===== config.mk =====
export PLATFORM = sky130hd
export DESIGN_NAME = box_motion_sequencer
export DESIGN_NICKNAME = d
export VERILOG_FILES = /design/src/rtl/box_motion_sequencer.sv
export SDC_FILE = /design/constraint.sdc
export NUM_CORES = 1
export LEC_CHECK = 0
export ABC_AREA = 1
export BUFFER_PORTS_ARGS = -buffer_cell sky130_fd_sc_hd__buf_2
export CAP_MARGIN = 20
export CORE_MARGIN = 5
export CORE_UTILIZATION = 40
export DETAILED_ROUTE_END_ITERATION = 7
export SYNTH_ARGS = -nofsm -noshare
export SYNTH_HDL_FRONTEND = slang
export SYNTH_SLANG_ARGS = --single-unit

===== constraint.sdc =====
create_clock -name clock -period 1.8 [get_ports clock]
set_clock_uncertainty 0.2 [all_clocks]
set_input_delay 0.09 -clock clock [delete_from_list [all_inputs] [get_ports clock]]
set_output_delay 0.09 -clock clock [all_outputs]
set_load 0.005 [all_outputs]

===== src/rtl/box_motion_sequencer.sv =====
// box_motion_sequencer: per-frame erase/advance/redraw command generator for the rectangle draw engine
module box_motion_sequencer #(
    parameter int          SCREEN_W    = 480,
    parameter int          SCREEN_H    = 360,
    parameter int          BOX_SIZE    = 10,
    parameter int          FRAME_TICKS = 833333,
    parameter logic [2:0]  BOX_COLOUR  = 3'b001,
    parameter logic [2:0]  BG_COLOUR   = 3'b000,
    parameter int          START_X     = 0,
    parameter int          START_Y     = 0
) (
    input  logic       clock,
    input  logic       resetn,
    input  logic       enable,
    output logic       draw_start,
    input  logic       draw_done,
    output logic [9:0] rect_x,
    output logic [8:0] rect_y,
    output logic [2:0] rect_colour,
    output logic [9:0] pos_x,
    output logic [8:0] pos_y,
    output logic       busy,
    output logic       frame_overrun
);
    localparam int         CW    = FRAME_TICKS > 1 ? $clog2(FRAME_TICKS) : 1;
    localparam logic [9:0] MAX_X = 10'(SCREEN_W - BOX_SIZE);
    localparam logic [8:0] MAX_Y = 9'(SCREEN_H - BOX_SIZE);
    localparam logic [9:0] S_X   = 10'(START_X);
    localparam logic [8:0] S_Y   = 9'(START_Y);

    typedef enum logic [2:0] {IDLE, DRAW_REQ, DRAW_WAIT, WAIT_TICK, ERASE_REQ, ERASE_WAIT, UPDATE} state_t;

    state_t        state, state_nxt;
    logic [CW-1:0] tick_cnt;
    logic          counting, tick, tick_pending, consume, req;
    logic          dir_x, dir_y;
    logic [9:0]    rect_x_q;
    logic [8:0]    rect_y_q;
    logic [2:0]    colour_q;

    assign counting = state != IDLE && enable;
    assign tick     = counting && tick_cnt == CW'(FRAME_TICKS - 1);
    assign req      = state == DRAW_REQ || state == ERASE_REQ;
    assign consume  = state == WAIT_TICK && state_nxt == ERASE_REQ;

    // next state and engine-facing outputs; rect follows pos during a request, then holds the latched copy
    always_comb begin
        state_nxt   = state;
        draw_start  = req;
        busy        = req || state == DRAW_WAIT || state == ERASE_WAIT;
        rect_x      = req ? pos_x : rect_x_q;
        rect_y      = req ? pos_y : rect_y_q;
        rect_colour = state == DRAW_REQ ? BOX_COLOUR : state == ERASE_REQ ? BG_COLOUR : colour_q;
        case (state)
            IDLE:       state_nxt = enable ? DRAW_REQ : IDLE;
            DRAW_REQ:   state_nxt = DRAW_WAIT;
            DRAW_WAIT:  state_nxt = draw_done ? WAIT_TICK : DRAW_WAIT;
            WAIT_TICK:  state_nxt = (tick_pending || tick) && enable ? ERASE_REQ : WAIT_TICK;
            ERASE_REQ:  state_nxt = ERASE_WAIT;
            ERASE_WAIT: state_nxt = draw_done ? UPDATE : ERASE_WAIT;
            UPDATE:     state_nxt = DRAW_REQ;
            default:    state_nxt = IDLE;
        endcase
    end

    // state register
    always_ff @(posedge clock or negedge resetn) begin
        if (!resetn) state <= IDLE;
        else         state <= state_nxt;
    end

    // frame tick counter, one-deep pending tick and sticky overrun flag
    always_ff @(posedge clock or negedge resetn) begin
        if (!resetn) begin
            tick_cnt      <= '0;
            tick_pending  <= 1'b0;
            frame_overrun <= 1'b0;
        end else begin
            if (counting) tick_cnt <= tick ? '0 : tick_cnt + 1'b1;
            if (consume) tick_pending <= 1'b0;
            else if (tick) begin
                if (tick_pending) frame_overrun <= 1'b1;
                tick_pending <= 1'b1;
            end
        end
    end

    // box position with per-axis bounce at the screen edges (dir 1 = +1, 0 = -1)
    always_ff @(posedge clock or negedge resetn) begin
        if (!resetn) begin
            pos_x <= S_X;
            pos_y <= S_Y;
            dir_x <= 1'b1;
            dir_y <= 1'b1;
        end else if (state == UPDATE) begin
            if (dir_x && pos_x == MAX_X) begin
                dir_x <= 1'b0;
                pos_x <= pos_x - 10'd1;
            end else if (!dir_x && pos_x == '0) begin
                dir_x <= 1'b1;
                pos_x <= pos_x + 10'd1;
            end else pos_x <= dir_x ? pos_x + 10'd1 : pos_x - 10'd1;
            if (dir_y && pos_y == MAX_Y) begin
                dir_y <= 1'b0;
                pos_y <= pos_y - 9'd1;
            end else if (!dir_y && pos_y == '0) begin
                dir_y <= 1'b1;
                pos_y <= pos_y + 9'd1;
            end else pos_y <= dir_y ? pos_y + 9'd1 : pos_y - 9'd1;
        end
    end

    // capture the request's rectangle so it stays stable while the engine works
    always_ff @(posedge clock or negedge resetn) begin
        if (!resetn) begin
            rect_x_q <= S_X;
            rect_y_q <= S_Y;
            colour_q <= BG_COLOUR;
        end else if (req) begin
            rect_x_q <= pos_x;
            rect_y_q <= pos_y;
            colour_q <= rect_colour;
        end
    end
endmodule


# [Word-level counts from Yosys, hierarchy flattened]
# Cells that the tools add are included.
[totals] ff_bits=68 latch_bits=0 ram_bits=0 romBits=0 output_inout_bits=44 wordCells=73 n_memories=0
[classes] addsub=5 n_mul=0 div=0 n_lt_le_gt_ge=0 n_eq_ne=10 n_shift=0 muxes=22 bitwise_logic=1 n_reduce_logical=24
[ops] op="10-bit two-way mux" count=4
[ops] op="9-bit two-way mux" count=4
[ops] op="3-bit one-hot mux with 7 select lines" count=1
[ops] op="20-bit by 1-bit adder with 20-bit output, second input constant" count=1
[ops] op="20-bit equality test, second input constant" count=1
[ops] op="20-bit two-way mux" count=1
[ops] op="3-bit equality test, second input constant" count=4
[ops] op="10-bit by 1-bit adder with 10-bit output, second input constant" count=1
[ops] op="10-bit by 9-bit equality test with 1-bit output, second input constant" count=1
[ops] op="10-bit logical NOT" count=1
[ops] op="10-bit by 1-bit subtractor with 10-bit output, second input constant" count=1
[ops] op="9-bit by 1-bit adder with 9-bit output, second input constant" count=1
[ops] op="9-bit equality test, second input constant" count=1
[ops] op="9-bit logical NOT" count=1
[ops] op="3-bit two-way mux" count=3
[ops] op="9-bit by 1-bit subtractor with 9-bit output, second input constant" count=1
[ops] op="1-bit logical AND" count=8
[ops] op="1-bit two-way mux" count=8
[ops] op="3-bit by 2-bit equality test with 1-bit output, second input constant" count=2
[ops] op="2-bit nonzero test" count=3
[ops] op="1-bit logical OR" count=4
[ops] op="2-bit AND reduction" count=2
[ops] op="3-bit by 1-bit equality test with 1-bit output, second input constant" count=1
[ops] op="3-bit logical NOT" count=1
[ops] op="other kinds (5)" count=6

# [Logic depth before layout (Yosys ltp)]
[depth] ltp_word=11 depth_mapped=11 depth_no_buf=11

# [Worst setup path after synthesis]
# OpenSTA, ideal clock, no wires.
[synth_timing] path_kind="register -> register" startpoint="register pos_x[0]" endpoint="register pos_x[5]" setup_ns=0.066 arrival_time_ns=1.484 t_required_ns=1.534 slack_ns=0.050 stages_incl_launch_ff=11 n_path_buf=0 synth_period_minus_slack_ns=1.750 path_cell_list="dfrtp_1 -> inv_1 -> ha_1 -> nand2_1 -> nor2_1 -> nand2_1 -> nand2_2 -> nand2_2 -> nand2_1 -> nand3_1 -> nand2_1"
[synth_between] elab_chain_cells=4 word_cells_on_any_way=9 classes_between="add/sub (2); eq/ne (1); mux (3); reduce/logical (3)"
[synth_lines] item="start: declaration" line="20" source="output logic [9:0] pos_x,"
[synth_lines] item="start signal: assignment" line="98" source="pos_x <= pos_x - 10'd1;"
[synth_lines] item="start signal: assignment" line="101" source="pos_x <= pos_x + 10'd1;"
[synth_lines] item="start signal: assignment" line="102" source="end else pos_x <= dir_x ? pos_x + 10'd1 : pos_x - 10'd1;"
[synth_lines] item="10-bit by 1-bit subtractor with 10-bit output, or another cell as far along" line="98, 102"
[synth_lines] item="10-bit two-way mux / 1-bit logical AND (equally long branches)" line="102, 99"
[synth_lines] item="10-bit two-way mux" line="99" source="end else if (!dir_x && pos_x == '0) begin"
[synth_lines] item="10-bit two-way mux (*)" line="96" source="if (dir_x && pos_x == MAX_X) begin"
# Every way passes the cells marked *; elsewhere a longest branch is shown, timed or not.
# A chain may end at the register's enable or synchronous reset.

# [Worst setup path after layout]
[layout_timing] startpoint="register state[1]" endpoint="output rect_x[4]"
[layout_between] elab_chain_cells=3 word_cells_on_any_way=4 classes_between="eq/ne (2); mux (1); reduce/logical (1)"
[layout_lines] item="start: declaration" line="33" source="state_t state, state_nxt;"
[layout_lines] item="start signal: assignment" line="69" source="else state <= state_nxt;"
[layout_lines] item="3-bit by 1-bit equality test with 1-bit output / 3-bit equality test (equally long branches)" line="43" source="assign req = state == DRAW_REQ || state == ERASE_REQ;"
[layout_lines] item="1-bit logical OR (*)" line="43"
[layout_lines] item="10-bit two-way mux (*)"
[layout_lines] item="end: declaration" line="17" source="output logic [9:0] rect_x,"
# Marked as above.

==> qor.yml <==
fin_crit_sh_pct: 109
dr.pass1.iters: 5
setup-violations-final: 19
max_freq_mhz: 511
clk_pin_slew_ns: 0.08
die_y_um: 115
placed_cells: 838
gp_congestion: 0.910
cts_root_buf: "clkbuf_8"
drt_iter0_markers: 462
numCtsBuffers: 9
yosys_warnings: 0
setup_tns_ns: -2.59
ys.flop_type: "dfrtp_1"
layout_setup_ws_ns: -0.159
violations: "negative setup slack"
viasPerCell: 5.05
grt_pass1_wl_um: 19900
synth_cells: 628
holdWs_ns: 0.0874
num-nets-final: 748
hold_viol: 0
reg2reg_from: "pos_x[3]"
drv_slew: 0
slew_headroom_pct: 75.3
r2r_cells: 8
maxCapViolCount: 0
hold_class: "in2async"
syn_nets: 640
synth_top_area_cell: "dfrtp_1"
cts_max_level: 3
max_stage_delay_ns: 0.45
die_w_um: 115
stdcell_count: 881
grt_overflow: 0
place_area_um2: 5010
grt_start_max_net_pins: 69
area_growth_pct: 30.6
fin_util_pct: 53.1
fp-row-count: 38
track_usage_pct: 18.8
clk_path_buf_depth: 2
p_per_area_nw_per_um2: 1580
clkLatencyLatePin_ns: 0.35
crit_chain: "nor3_4 -> inv_2 -> nand2_4 -> inv_8 -> buf_12 -> o21ai_4 -> buf_2"
arrival_ns: 1.67
peakVddDrop_v: 0.000746
n_antenna_cell: 0
syn_area_per_cell_um2: 6.99
stdcell_area_um2: 5730
grt_pass1_vias: 4214
cts_tree: "built"
ys_types: 35
worstSetupPathType: "reg2out"
post_drt_wl_per_cell_um: 13.8
worstSetupStartpointType: "register"
cp_slowest_cell: "dfrtp_2"
antenna_found_initial: 0
async_flop_share_pct: 100
regToRegSetupSlack_ns: 0.04
synth-seq-cells: 68
clock-sinks: 68
yosys-top-cells-area: "dfrtp_1 38%, nand2_1 18%, nand3_1 6.5%, nor2_1 6.0%, inv_1 5.1%"
die-area_um2: 13200
drc_errors: 0
drive_gt1_share_pct: 30.9
reg2reg_to: "pos_x[5]"
crit_path_end_kind: "output port"
initial_core_util_pct: 40.6
num_io_pins: 48
wirelength_um: 12100
dpl_worst_slack_ns: -0.0543
worstPathRequired_ns: 1.51
crit_path_max_fanout: 10
multiInputGateArea_um2: 2570
core_area_um2: 10800
tightest_slew_ns: 0.371
layout.area.seq_um2: 1720
synthDominantCellAreaShare_pct: 37.6
p_leak_nw: 2.85
ant_nets: 0
crit_start: "state[1]"
rsz0062_at_grt: "yes"
critPathCapture: "rect_x[4]"
portBuffers: 47
syn_area_um2: 4390
status: "finished with violations"
via_count: 4450
fillers: 1012
min_period_ns: 1.96
p_total_mw: 9.08
synth-edff-count: 0
hpwlAfterDp_um: 8260
yosysSeqAreaShare_pct: 38.8
-- critical path, delay by kind of cell, from the launching register on --
kind            cells  cell delay, ns
simple gates        2            0.30
flops               1            0.45
buf+inv             4            0.42
compound gates      1            0.14
-- power by group --
part	internal [mW]	leakage, nW	total, mW	switching, mW
clock network	0.532	0.0803	1.17	0.638
registers	2.03	0.867	2.65	0.624
logic	2.27	1.90	5.25	2.98
-- synth_stat cells (8+ instances only) --
cell / instances
a21oi_1: 9
buf_2: 12
dfrtp_1: 66
ha_1: 8
inv_1: 60
nand2_1: 216
nand2_2: 8
nand3_1: 57
nand4_1: 20
nor2_1: 70
nor3_1: 10
o21ai_0: 19
o21ai_1: 10
o21ai_2: 10
xor2_1: 12
-- cell usage in the layout, fill, tap and decap left out, types with 12 or more instances in the layout --
| cell | instances |
|---|---|
| buf_2 | 47 |
| buf_4 | 61 |
| dfrtp_1 | 55 |
| inv_1 | 52 |
| nand2_1 | 202 |
| nand2_2 | 20 |
| nand3_1 | 55 |
| nand4_1 | 20 |
| nor2_1 | 59 |
| o21ai_0 | 18 |
| xor2_1 | 12 |
-- logic make-up after synthesis --
kind of cell	share of synthesized area, %
buffers and inverters	8.67
and+or+nand+nor	39.4
DFF	38.8
adders and majority gates	2.28
AOI/OAI and AO/OA	7.39
xor gates and xnor gates	3.39
-- how the worst min path moves through the flow --
stage / start / to / slack (ns) / cells past startpoint
6_report: resetn / colour_q[1] / 0.09 / 3
5_1_grt: resetn / tick_cnt[9] / 0.15 / 3
4_1_cts: resetn / colour_q[1] / 0.10 / 3
3_5_place_dp: resetn / colour_q[1] / -0.05 / 2
3_3_place_gp: resetn / state[2] / -0.06 / 2
2_1_floorplan: resetn / colour_q[0] / -0.41 / 0
-- per-layer routing --
| metal | track usage, % | vias to the layer above | wire length, um |
|---|---|---|---|
| met3 | 2.38 | 20 | 685 |
| met1 | 25.9 | 2078 | 5540 |
| li1 | - | 2221 | - |
| met4 | 7.98 | 0 | 260 |
| met5 | 0 | - | 0 |
| met2 | 29.8 | 131 | 5630 |
-- sequential cells by signal (all words and copies together), names as in the netlist --
name,count
rect_x_q,10
colour_q,3
frame_overrun,1
state,3
pos_x,10
rect_y_q,9
tick_cnt,20
tick_pending,1
dir_x,1
pos_y,9
dir_y,1
-- layout make-up --
| type | count | share of cell area [%] |
|---|---|---|
| multi-input cells | 475 | 44.9 |
| repair buffers | 117 | 14.4 |
| clock inverters | 6 | 0.699 |
| clock buffers | 10 | 2.40 |
| inverters | 65 | 4.56 |
| flip-flops and latches | 68 | 30.0 |
| well taps | 140 | 3.06 |
-- what timing repair did --
item | CTS | global route
pin swaps | 4 | 13
hold buffers | 3 | 0
endpoints found under the hold margin | 73 | 0
setup buffers | 10 | 13
resized for setup | 39 | 52
gates cloned | 1 | 0
setup endpoints to repair | 30 | 52
No activity file was read; power rests on OpenSTA's default activity.
